### src/rtl/serial_sub_if.sv
// rtl/serial_sub_if.sv - operand/result bundle for the bit-serial subtractor
interface serial_sub_if #(
  parameter int WIDTH = 4
);
  logic             start;
  logic [WIDTH-1:0] a;
  logic [WIDTH-1:0] b;
  logic             busy;
  logic             done;
  logic [WIDTH-1:0] diff;
  logic             borrow;
  logic             sout;
  logic             sout_vld;

  modport master (
    output start, a, b,
    input  busy, done, diff, borrow, sout, sout_vld
  );

  modport slave (
    input  start, a, b,
    output busy, done, diff, borrow, sout, sout_vld
  );
endinterface

### src/rtl/serial_sub.sv
// rtl/serial_sub.sv - bit-serial A-B, LSB first, JK borrow FF; SERIAL_SUB_SAT_EN clamps underflow to zero
module serial_sub #(
  parameter int WIDTH = 4
) (
  input  logic         clk,
  input  logic         rst,
  serial_sub_if.slave  bus
);
  localparam int CW = $clog2(WIDTH + 1);

  localparam logic [1:0] IDLE  = 2'd0;
  localparam logic [1:0] SHIFT = 2'd1;
  localparam logic [1:0] DONE  = 2'd2;

  logic [1:0]       state_q, state_d;
  logic [CW-1:0]    count_q, count_d;
  logic [WIDTH-1:0] a_q, a_d;
  logic [WIDTH-1:0] b_q, b_d;
  logic [WIDTH-1:0] res_q, res_d;
  logic [WIDTH-1:0] diff_q, diff_d;
  logic             br_q, br_d;
  logic             borrow_q, borrow_d;
  logic             done_q, done_d;
  logic             sout_q, sout_d;
  logic             vld_q, vld_d;

  logic a0, b0, d_bit, br_j, br_k;

  assign a0    = a_q[0];
  assign b0    = b_q[0];
  assign d_bit = a0 ^ b0 ^ br_q;
  // JK borrow: set when 0-1, clear when 1-0, otherwise hold.
  assign br_j  = ~a0 & b0;
  assign br_k  = a0 & ~b0;

  always_comb begin
    state_d  = state_q;
    count_d  = count_q;
    a_d      = a_q;
    b_d      = b_q;
    res_d    = res_q;
    diff_d   = diff_q;
    br_d     = br_q;
    borrow_d = borrow_q;
    done_d   = 1'b0;
    sout_d   = 1'b0;
    vld_d    = 1'b0;
    case (state_q)
      IDLE: begin
        if (bus.start) begin
          a_d     = bus.a;
          b_d     = bus.b;
          br_d    = 1'b0;
          count_d = '0;
          state_d = SHIFT;
        end
      end
      SHIFT: begin
        br_d    = (br_j & ~br_q) | (~br_k & br_q);
        sout_d  = d_bit;
        vld_d   = 1'b1;
        a_d     = {1'b0, a_q[WIDTH-1:1]};
        b_d     = {1'b0, b_q[WIDTH-1:1]};
        res_d   = {d_bit, res_q[WIDTH-1:1]};
        count_d = count_q + 1'b1;
        if (count_q == CW'(WIDTH - 1)) state_d = DONE;
      end
      DONE: begin
`ifdef SERIAL_SUB_SAT_EN
        diff_d = br_q ? '0 : res_q;
`else
        diff_d = res_q;
`endif
        borrow_d = br_q;
        done_d   = 1'b1;
        state_d  = IDLE;
      end
      default: state_d = IDLE;
    endcase
  end

  always_ff @(posedge clk) begin
    if (!rst) begin
      state_q  <= IDLE;
      count_q  <= '0;
      a_q      <= '0;
      b_q      <= '0;
      res_q    <= '0;
      diff_q   <= '0;
      br_q     <= 1'b0;
      borrow_q <= 1'b0;
      done_q   <= 1'b0;
      sout_q   <= 1'b0;
      vld_q    <= 1'b0;
    end else begin
      state_q  <= state_d;
      count_q  <= count_d;
      a_q      <= a_d;
      b_q      <= b_d;
      res_q    <= res_d;
      diff_q   <= diff_d;
      br_q     <= br_d;
      borrow_q <= borrow_d;
      done_q   <= done_d;
      sout_q   <= sout_d;
      vld_q    <= vld_d;
    end
  end

  assign bus.busy     = (state_q != IDLE);
  assign bus.done     = done_q;
  assign bus.diff     = diff_q;
  assign bus.borrow   = borrow_q;
  assign bus.sout     = sout_q;
  assign bus.sout_vld = vld_q;
endmodule
### src/flat_wrapper.sv
// flat-port wrapper written by rule: the top's interface ports become plain ports
module serial_sub_flat 
#(
  parameter int WIDTH = 4
)
  (clk, rst, bus_start, bus_a, bus_b, bus_busy, bus_done, bus_diff, bus_borrow, bus_sout, bus_sout_vld);
  serial_sub_if #(.WIDTH(WIDTH)) bus_i ();
  input  logic clk;
  input  logic rst;
  input wire logic [$bits(bus_i.start)-1:0] bus_start;
  input wire logic [$bits(bus_i.a)-1:0] bus_a;
  input wire logic [$bits(bus_i.b)-1:0] bus_b;
  output wire logic [$bits(bus_i.busy)-1:0] bus_busy;
  output wire logic [$bits(bus_i.done)-1:0] bus_done;
  output wire logic [$bits(bus_i.diff)-1:0] bus_diff;
  output wire logic [$bits(bus_i.borrow)-1:0] bus_borrow;
  output wire logic [$bits(bus_i.sout)-1:0] bus_sout;
  output wire logic [$bits(bus_i.sout_vld)-1:0] bus_sout_vld;
  assign bus_i.start = bus_start;
  assign bus_i.a = bus_a;
  assign bus_i.b = bus_b;
  assign bus_busy = bus_i.busy;
  assign bus_done = bus_i.done;
  assign bus_diff = bus_i.diff;
  assign bus_borrow = bus_i.borrow;
  assign bus_sout = bus_i.sout;
  assign bus_sout_vld = bus_i.sout_vld;
  serial_sub #(.WIDTH(WIDTH)) u_core (.clk(clk), .rst(rst), .bus(bus_i));
endmodule
### config.mk
export PLATFORM = sky130hd
export DESIGN_NAME = serial_sub_flat
export DESIGN_NICKNAME = d
export VERILOG_FILES = /design/src/rtl/serial_sub_if.sv /design/src/rtl/serial_sub.sv /design/src/flat_wrapper.sv
export SDC_FILE = /design/constraint.sdc
export NUM_CORES = 1
export LEC_CHECK = 0
export CAP_MARGIN = 20
export CORE_MARGIN = 2
export CORE_UTILIZATION = 37
export CTS_CLUSTER_SIZE = 10
export DETAILED_ROUTE_END_ITERATION = 6
export PLACE_DENSITY = 0.64
export REMOVE_ABC_BUFFERS = 1
export SLEW_MARGIN = 20
export SYNTH_ARGS = -nofsm -noshare
export SYNTH_HDL_FRONTEND = slang
export SYNTH_SLANG_ARGS = --single-unit
### constraint.sdc
create_clock -name clk -period 1.2 [get_ports clk]
set_input_delay 0.18 -clock clk [delete_from_list [all_inputs] [get_ports clk]]
set_output_delay 0.18 -clock clk [all_outputs]
set_load 0.1 [all_outputs]
==> metrics.md, run 1 <==
| Metric | Value |
|---|---|
| Clock latency at the later pin of the worst-skew pair | 0.33 ns |
| Setup violations, final | 7 |
| WHS Path Cells | 2 |
| Initial DRC Count | 15 |
| Pre-CTS WS | -0.283 ns |
| Syn Area/Cell | 10.1 um^2 |
| Port Buf Inserts | 19 |
| Max incr delay on CP | 0.38 ns |
| Die area | 0.00356 mm^2 |
| Synthesis-to-layout area growth | 46.0% |
| Seq/Total Area, Yosys | 45.4% |
| FF+latch count, synth | 26 |
| Worst EP arrival | 1.22 ns |
| Largest net degree at the start of global routing | 27 |
| Cell Area, Synth | 0.00115 mm^2 |
| CP max stage cell | dfxtp_4 |
| Share of cells above drive strength 1 | 37.9% |
| DIE WIDTH | 59.7 um |
| Initial Util | 38.2% |
| Critical path cell sequence | buf_6 -> or2_4 -> buf_12 |
| Clock sink total | 26 |
| Max FO, Critical Path | 2 |
| R2R cell count | 6 |
| Final wirelength | between 2000 and 2500 um |
| Grt ovf | 0 |
| Die height | 59.7 um |
| H-tree levels | 1 |
| Antenna cells | 0 |
| Clk buf depth | 2 |
| Post-DP HPWL | roughly 1500 um |
| Met1 Usage GRT | roughly 16% |
| Final period utilization | 116% |
| CTS tree | built |
| Failing checks | negative setup slack |
| PnR worst setup slack | -0.196 ns |
| Critical Path RT | 1.02 ns |
| Yosys warning count | 0 |
| First-pass GRT wire length | 3340 um |
| Relative slew margins | roughly 85% |
| Hold Buf Count CTS | 0 |
| Drt pass-1 iters | 4 |
| DR vias/cell | roughly 4.7 |
| Layout Cells excl Fill | 178 |
| Vias in the first global route | 781 |
| Peak VDD IR | 0.000408 V |
| Layout net count | 161 |
| Met2 usage | 19.3% |
| Final ANT Viol Nets | 0 |
| DRC | 0 |
| Power density cells | 1020 mW/mm^2 |
| Placeable Area | around 0.0030 mm^2 |
| Post-synthesis cell count | 114 |
| Met3 Use GR | 1.95% |
| Drt wl/cell | ~12 um |
| Vias | between 800 and 900 |
| Leak pwr | between 0.0006 and 0.0007 uW |
| Worst Skew | 0.0143 ns |
| Global route hottest layer | met2 |
| Status | finished, violations left |
| CP endpoint kind | output pin |
| CTS buffer count | 3 |
| Root Buffer | clkbuf_4 |
| Max-cap viol count | 0 |
| Initial antenna violation count | 0 |
| # placed instances | 172 |
| Routability congestion estimate | about 0.83 |
| Crit Path Category | reg2out |
| Final hold vios | 0 |
| Clock-pin slew on the worst setup and hold paths | roughly 0.14 ns |
| Tmin final | 1.40 ns |
| Measured slew at the worst slew-check pin | 0.225 ns |
| Total track usage | 12.4% |
| Netlist cell types | 26 |
| Worst setup SP type | register |
| IO Count | 20 |
| RSZ-0062 raised after global routing | true |
| Max Slew Vio Count | 0 |
| Total design power | 1710 uW |
| Class of the worst hold path | reg2reg |
| F_max | between 700 and 800 MHz |
| # rows | 20 |
| WHS | roughly 0.47 ns |
-- Yosys cell counts --
library cell,number,share of area [%]
dfxtp_1,26,45
nor2b_1,12,6.6
nand2_1,11,3.6
mux2i_1,7,6.1
a21oi_1,6,2.6
inv_1,5,1.6
o221a_2,5,4.9
a21boi_0,4,2.6
and2_1,4,2.2
and3_1,4,2.2
buf_6,4,3.9
ha_1,4,4.4
a22oi_1,3,2.0
nor2_1,3,0.98
nor3b_1,3,2.0
buf_2,2,0.87
clkbuf_1,2,0.66
and3_4,1,0.98
nand2b_1,1,0.55
nor2b_4,1,1.2
nor4b_2,1,1.3
o21ba_1,1,0.87
o21bai_1,1,0.66
o22ai_1,1,0.55
or2_2,1,0.55
xnor2_1,1,0.76
-- final cells by class --
cell class | instances | area, um^2
Timing Repair Buffer | 35 | 424
Sequential cell | 26 | 527
Fill cell | 252 | 1330
Clock buffer | 4 | 36.3
Inverter | 5 | 18.8
Tap cell | 33 | 41.3
Multi-Input combinational cell | 75 | 626
-- path summary, 6_finish.rpt --
check                         start                 end  slack, ns
setup / recovery  u_core.state_q[0]            bus_busy      -0.20
hold / removal      u_core.res_q[0]     u_core.res_q[0]       0.47
setup reg to reg  u_core.state_q[0]  u_core.bus.diff[1]      -0.10
hold reg to reg     u_core.res_q[0]     u_core.res_q[0]       0.47
-- through the flow --
| stage | area, um^2 | util [%] | TNS (ns) |
|---|---|---|---|
| finish | 1670 | 55.7 | -0.674 |
| global route | 1670 | 55.7 | -1.14 |
| CTS | 1600 | 53.4 | -0.595 |
| detailed placement | 1520 | 50.7 | -2.87 |
| global placement | 1520 | 50.7 | -2.41 |
| floorplan | 1080 | - | -0.995 |
-- state kept, by name (all words and copies together), names as in the netlist --
register	count
u_core.res_q	4
u_core.a_q	4
u_core.count_q	3
u_core.bus.sout	1
u_core.state_q	2
u_core.br_q	1
u_core.b_q	4
u_core.bus.done	1
u_core.bus.sout_vld	1
u_core.bus.borrow	1
u_core.bus.diff	4
-- placed cells by master, fill, tap and decap left out --
cell,n
clkbuf_4,3
dfxtp_2,2
dfxtp_1,23
buf_4,12
a21oi_1,4
nor2_4,2
or2_4,1
nor3b_2,2
nor2b_2,3
mux2i_1,7
and2_1,4
o22ai_1,1
clkbuf_8,1
nor4b_2,1
nand2b_2,1
o221a_2,5
dfxtp_4,1
nor2_1,1
nor3b_4,1
inv_1,5
nor2b_4,1
nand2_1,11
a21boi_0,1
and3_4,1
o21ba_4,1
a22oi_1,3
a21oi_2,2
nor2b_1,9
buf_6,3
and3_1,4
ha_1,4
o21bai_4,1
xnor2_2,1
clkdlybuf4s50_1,10
buf_12,10
a21boi_1,3
-- metal layers --
| metal | routed length, um | vias to the layer above |
|---|---|---|
| met3 | 39 | 5 |
| met2 | 1030 | 11 |
| met4 | 56 | 0 |
| met5 | 0 | - |
| met1 | 1030 | 369 |
| li1 | - | 449 |
-- repair_timing --
action / in CTS / in global routing
setup endpoints to repair: 5 / 19
gates resized for setup: 9 / 21
buffers inserted: 2 / 0
pin swaps: 3 / 0
-- power breakdown --
part	switching, uW	leakage [uW]	internal, uW	total [uW]
Clock	253	0.0000210	186	439
Combinational	161	0.000430	188	349
Sequential	25.4	0.000214	900	925
Total	439	0.000665	1270	1710
-- kinds of logic (layout without fill, tap and decap cells) --
logic type	count (synthesis)	in the layout	synth area share [%]
buffers and inverters	13	44	7.10
muxes	7	7	6.11
DFF	26	26	45.4
AOI/OAI and AO/OA	21	21	14.2
xor gates and xnor gates	1	1	0.764
and+or+nand+nor	42	42	22.1
adders and majority gates	4	4	4.37
-- worst max-delay path, delay by kind of cell (launching register included) --
kind / cells / cell delay [ns]
buf+inv: 2 / 0.28
flops: 1 / 0.38
simple gates: 1 / 0.23
(Power assumes the default switching activity.)
==> inputs of run 2 (changes only) <==
--- a/config.mk
+++ b/config.mk
@@ -12,7 +12,6 @@
 export DETAILED_ROUTE_END_ITERATION = 6
 export PLACE_DENSITY = 0.64
 export REMOVE_ABC_BUFFERS = 1
-export SLEW_MARGIN = 20
 export SYNTH_ARGS = -nofsm -noshare
 export SYNTH_HDL_FRONTEND = slang
 export SYNTH_SLANG_ARGS = --single-unit
==> results of run 2 <==
The final DEF is identical to that of run 1; final timing and power are the same.
==> inputs of run 3 (changes only) <==
--- a/config.mk
+++ b/config.mk
@@ -5,12 +5,15 @@
 export SDC_FILE = /design/constraint.sdc
 export NUM_CORES = 1
 export LEC_CHECK = 0
+export ABC_AREA = 1
 export CAP_MARGIN = 20
+export CELL_PAD_IN_SITES_DETAIL_PLACEMENT = 1
+export CELL_PAD_IN_SITES_GLOBAL_PLACEMENT = 2
 export CORE_MARGIN = 2
-export CORE_UTILIZATION = 37
+export CORE_UTILIZATION = 25
 export CTS_CLUSTER_SIZE = 10
 export DETAILED_ROUTE_END_ITERATION = 6
-export PLACE_DENSITY = 0.64
+export PLACE_DENSITY = 0.74
 export REMOVE_ABC_BUFFERS = 1
 export SYNTH_ARGS = -nofsm -noshare
 export SYNTH_HDL_FRONTEND = slang
==> run 3 against run 2 <==
  * The run now ends clean
  * Setup slack gained 0.24 ns
  * Global-route usage shrank 0.19 points
  * Utilization shrank 18 points
  * Clock power grew 71%
  * Register-to-register slack gained 0.17 ns
  * First-iteration DRC count grew to 3.3 times the previous value
  * Wire length grew 31%
  * Die area grew 39%
  * Final area shrank 3.2%
  * Synthesized cell count grew 32%
  * Non-clock buffer count shrank 3
  * Sequential share of layout area grew 0.97 points
==> metrics.md, run 3 <==
| Metric | Value |
|---|---|
| Max Slew Vio Count | 0 |
| Sequential share of power | 46.3% |
| Hold Buf Count CTS | 0 |
| DR vias/cell | 4.31 |
| Die area | 0.00496 mm^2 |
| Layout net count | 198 |
| Clock-pin slew on the worst setup and hold paths | around 0.10 ns |
| H-tree levels | 1 |
| CTS tree | built |
| First-pass GRT wire length | approximately 4900 um |
| Mux cell area share after synthesis | 0% |
| RSZ-0062 raised after global routing | false |
| Measured slew at the worst slew-check pin | 0.223 ns |
| Final ANT Viol Nets | 0 |
| Antenna cells | 0 |
| Vias in the first global route | 1080 |
| Total track usage | 12.2% |
| CTS buffer count | 3 |
| NetSw | 510 uW |
| Seq/Total Area, Yosys | between 40 and 50% |
| Drt wl/cell | 12.1 um |
| Routability congestion estimate | 0.747 |
| WHS | 0.469 ns |
| Leak pwr | 0.000744 uW |
| Die height | around 70 um |
| Sw Share | 25.5% |
| Placeable Area | 0.00429 mm^2 |
| Initial DRC Count | 49 |
| Setup violations, final | 0 |
| Primary FF master, synth | dfxtp_1 |
| Peak VDD IR | 0.000473 V |
| IO Count | 20 |
| Post-synthesis xor/xnor area fraction | 0.795% |
| Share of cells above drive strength 1 | 19.8% |
| Top post-synthesis cells by count | nand2_1, dfxtp_1, inv_1, nor2_1, o21ai_0 |
| Main combinational cell family by area after synthesis | simple AND/OR/NAND/NOR gates |
| Pre-CTS WS | -0.126 ns |
| Grt ovf | 0 |
| Port Buf Inserts | 19 |
| Relative slew margins | between 80 and 90% |
| Commonest non-fill, non-tap cell in the layout | nand2_1 |
| Power density cells | 1240 mW/mm^2 |
| Clk buf depth | 2 |
| Top cell type by total area after synthesis | dfxtp_1 |
| Root Buffer | clkbuf_8 |
| Vias | 1008 |
| Largest net degree at the start of global routing | 18 |
| Clock network power share | a little under two fifths |
| Max-cap viol count | 0 |
| Final core utilization | 37.7% |
| CP endpoint kind | output pin |
| Tmin final | 1.16 ns |
| Post-synthesis cell count | 150 |
| DRC | 0 |
| PnR worst setup slack | 0.0444 ns |
| Class of the worst hold path | reg2reg |
| Worst EP arrival | 0.98 ns |
| DIE WIDTH | just over 70 um |
| EDFF count, synth | 0 |
| Commonest non-fill, non-tap cells in the layout | nand2_1, dfxtp_1, inv_1, nor2_1, buf_4 |
| Worst setup SP type | register |
| Clock sink total | 26 |
| Combinational Power Share | 16.1% |
| Drt pass-1 iters | 3 |
| Post-synthesis simple-gate area fraction | 25.2% |
| Final wirelength | about 2800 um |
| Final hold vios | 0 |
| Top-area cell type share of the netlist area | ~47% |
| Power Internal | around 1500 uW |
| # rows | 24 |
| Top-count cell post-synth | nand2_1 |
| Crit Path Category | reg2out |
| Synthesis-to-layout area growth | 46.9% |
| Max FO, Critical Path | 3 |
| Initial Util | 25.7% |
| Netlist cell types | 17 |
| Cell Area, Synth | 0.00110 mm^2 |
| Post-Synth Adder-Cell Area | 4.54% |
| # fillers | 518 |
| Compound-cell area share of the yosys netlist | 10.8% |
| Async S/R FF share, synth | 0% |
| Post-DP HPWL | approximately 2100 um |
| Ranking of synthesized cells by area | dfxtp_1, nand2_1, inv_1, nor2_1, ha_1 |
| FF+latch count, synth | 26 |
| F_max | roughly 870 MHz |
| Status | finished, final reports clean |
| Initial antenna violation count | 0 |
| Critical Path RT | 1.02 ns |
| Clock latency at the later pin of the worst-skew pair | 0.28 ns |
| Worst Skew | 0.0108 ns |
| Syn Area/Cell | 7.35 um^2 |
| Final period utilization | 96.3% |
| Yosys warning count | 0 |
[run 3: cell count changes after synthesis, sizes merged, moves of 5 or more]
cell	previous run	this run
nor2b	13	0
nor2	3	25
mux2i	7	0
and3	5	0
o21ai	0	11
inv	5	25
nand3	0	8
nand2	11	36
o221a	5	0
[run 3: critical path, stage by stage (launching register included)]
cell and delay (ns):
dfxtp_2 0.36, nor2_4 0.13, inv_2 0.05, buf_12 0.16
[run 3: power by group through the flow]
stage | sequential (uW) | clock, uW | combinational (uW)
after floorplan | 969 | 0 | 134
after global placement | 945 | 0 | 306
after detailed placement | 946 | 0 | 313
after CTS | 926 | 766 | 321
after global routing | 930 | 801 | 357
final | 926 | 752 | 323
[run 3: layout make-up]
class / count / area, um^2 / area share (%)
repair buffers: 32 / 390 / 24.1
flip-flops and latches: 26 / 526 / 32.5
inverters: 25 / 93.8 / 5.80
well taps: 52 / 65.1 / 4.02
multi-input cells: 95 / 473 / 29.2
clock inverters: 1 / 30.0 / 1.85
clock buffers: 3 / 41.3 / 2.55
[run 3: metrics by stage]
| stage | area [um^2] | total power [uW] | instances | setup TNS (ns) |
|---|---|---|---|---|
| floorplan | 1070 | 1100 | 146 | -0.645 |
| global placement | 1520 | 1250 | 229 | -0.639 |
| detailed placement | 1520 | 1260 | 229 | -1.32 |
| CTS | 1610 | 2010 | 234 | 0 |
| global route | 1620 | 2090 | 234 | 0 |
| finish | 1620 | 2000 | 234 | 0 |
[run 3: path summary, 6_finish.rpt]
check / start / endpoint / slack (ns) / depth (start not counted)
worst max-delay path: u_core.state_q[1] / bus_busy / 0.04 / 3
worst min-delay path: u_core.a_q[3] / u_core.a_q[3] / 0.47 / 2
worst max register to register: u_core.b_q[0] / u_core.res_q[3] / 0.07 / 4
worst min register to register: u_core.a_q[3] / u_core.a_q[3] / 0.47 / 2
[run 3: repair_timing]
item / in CTS / in global routing
gates resized for setup: 4 / 5
pin swaps: 0 / 1
endpoints found under the setup margin: 1 / 11
buffers inserted: 1 / 0
[run 3: cells by family (layout without fill, tap and decap cells)]
logic type | after synthesis | after routing
AO/OA/AOI/OAI | 20 | 20
XOR/XNOR | 1 | 1
adder cells (fa/ha/maj) | 4 | 4
buffers and inverters | 29 | 61
flip-flops | 26 | 26
AND/OR/NAND/NOR | 70 | 70
[run 3: routing by layer]
metal  up-vias  GRT usage (%)  wire length (um)
met2        17           20.6              1390
met4         0           2.56                18
met1       469           15.8              1300
met3         2           3.03               121
met5         -              0                 0
li1        520              -                 -
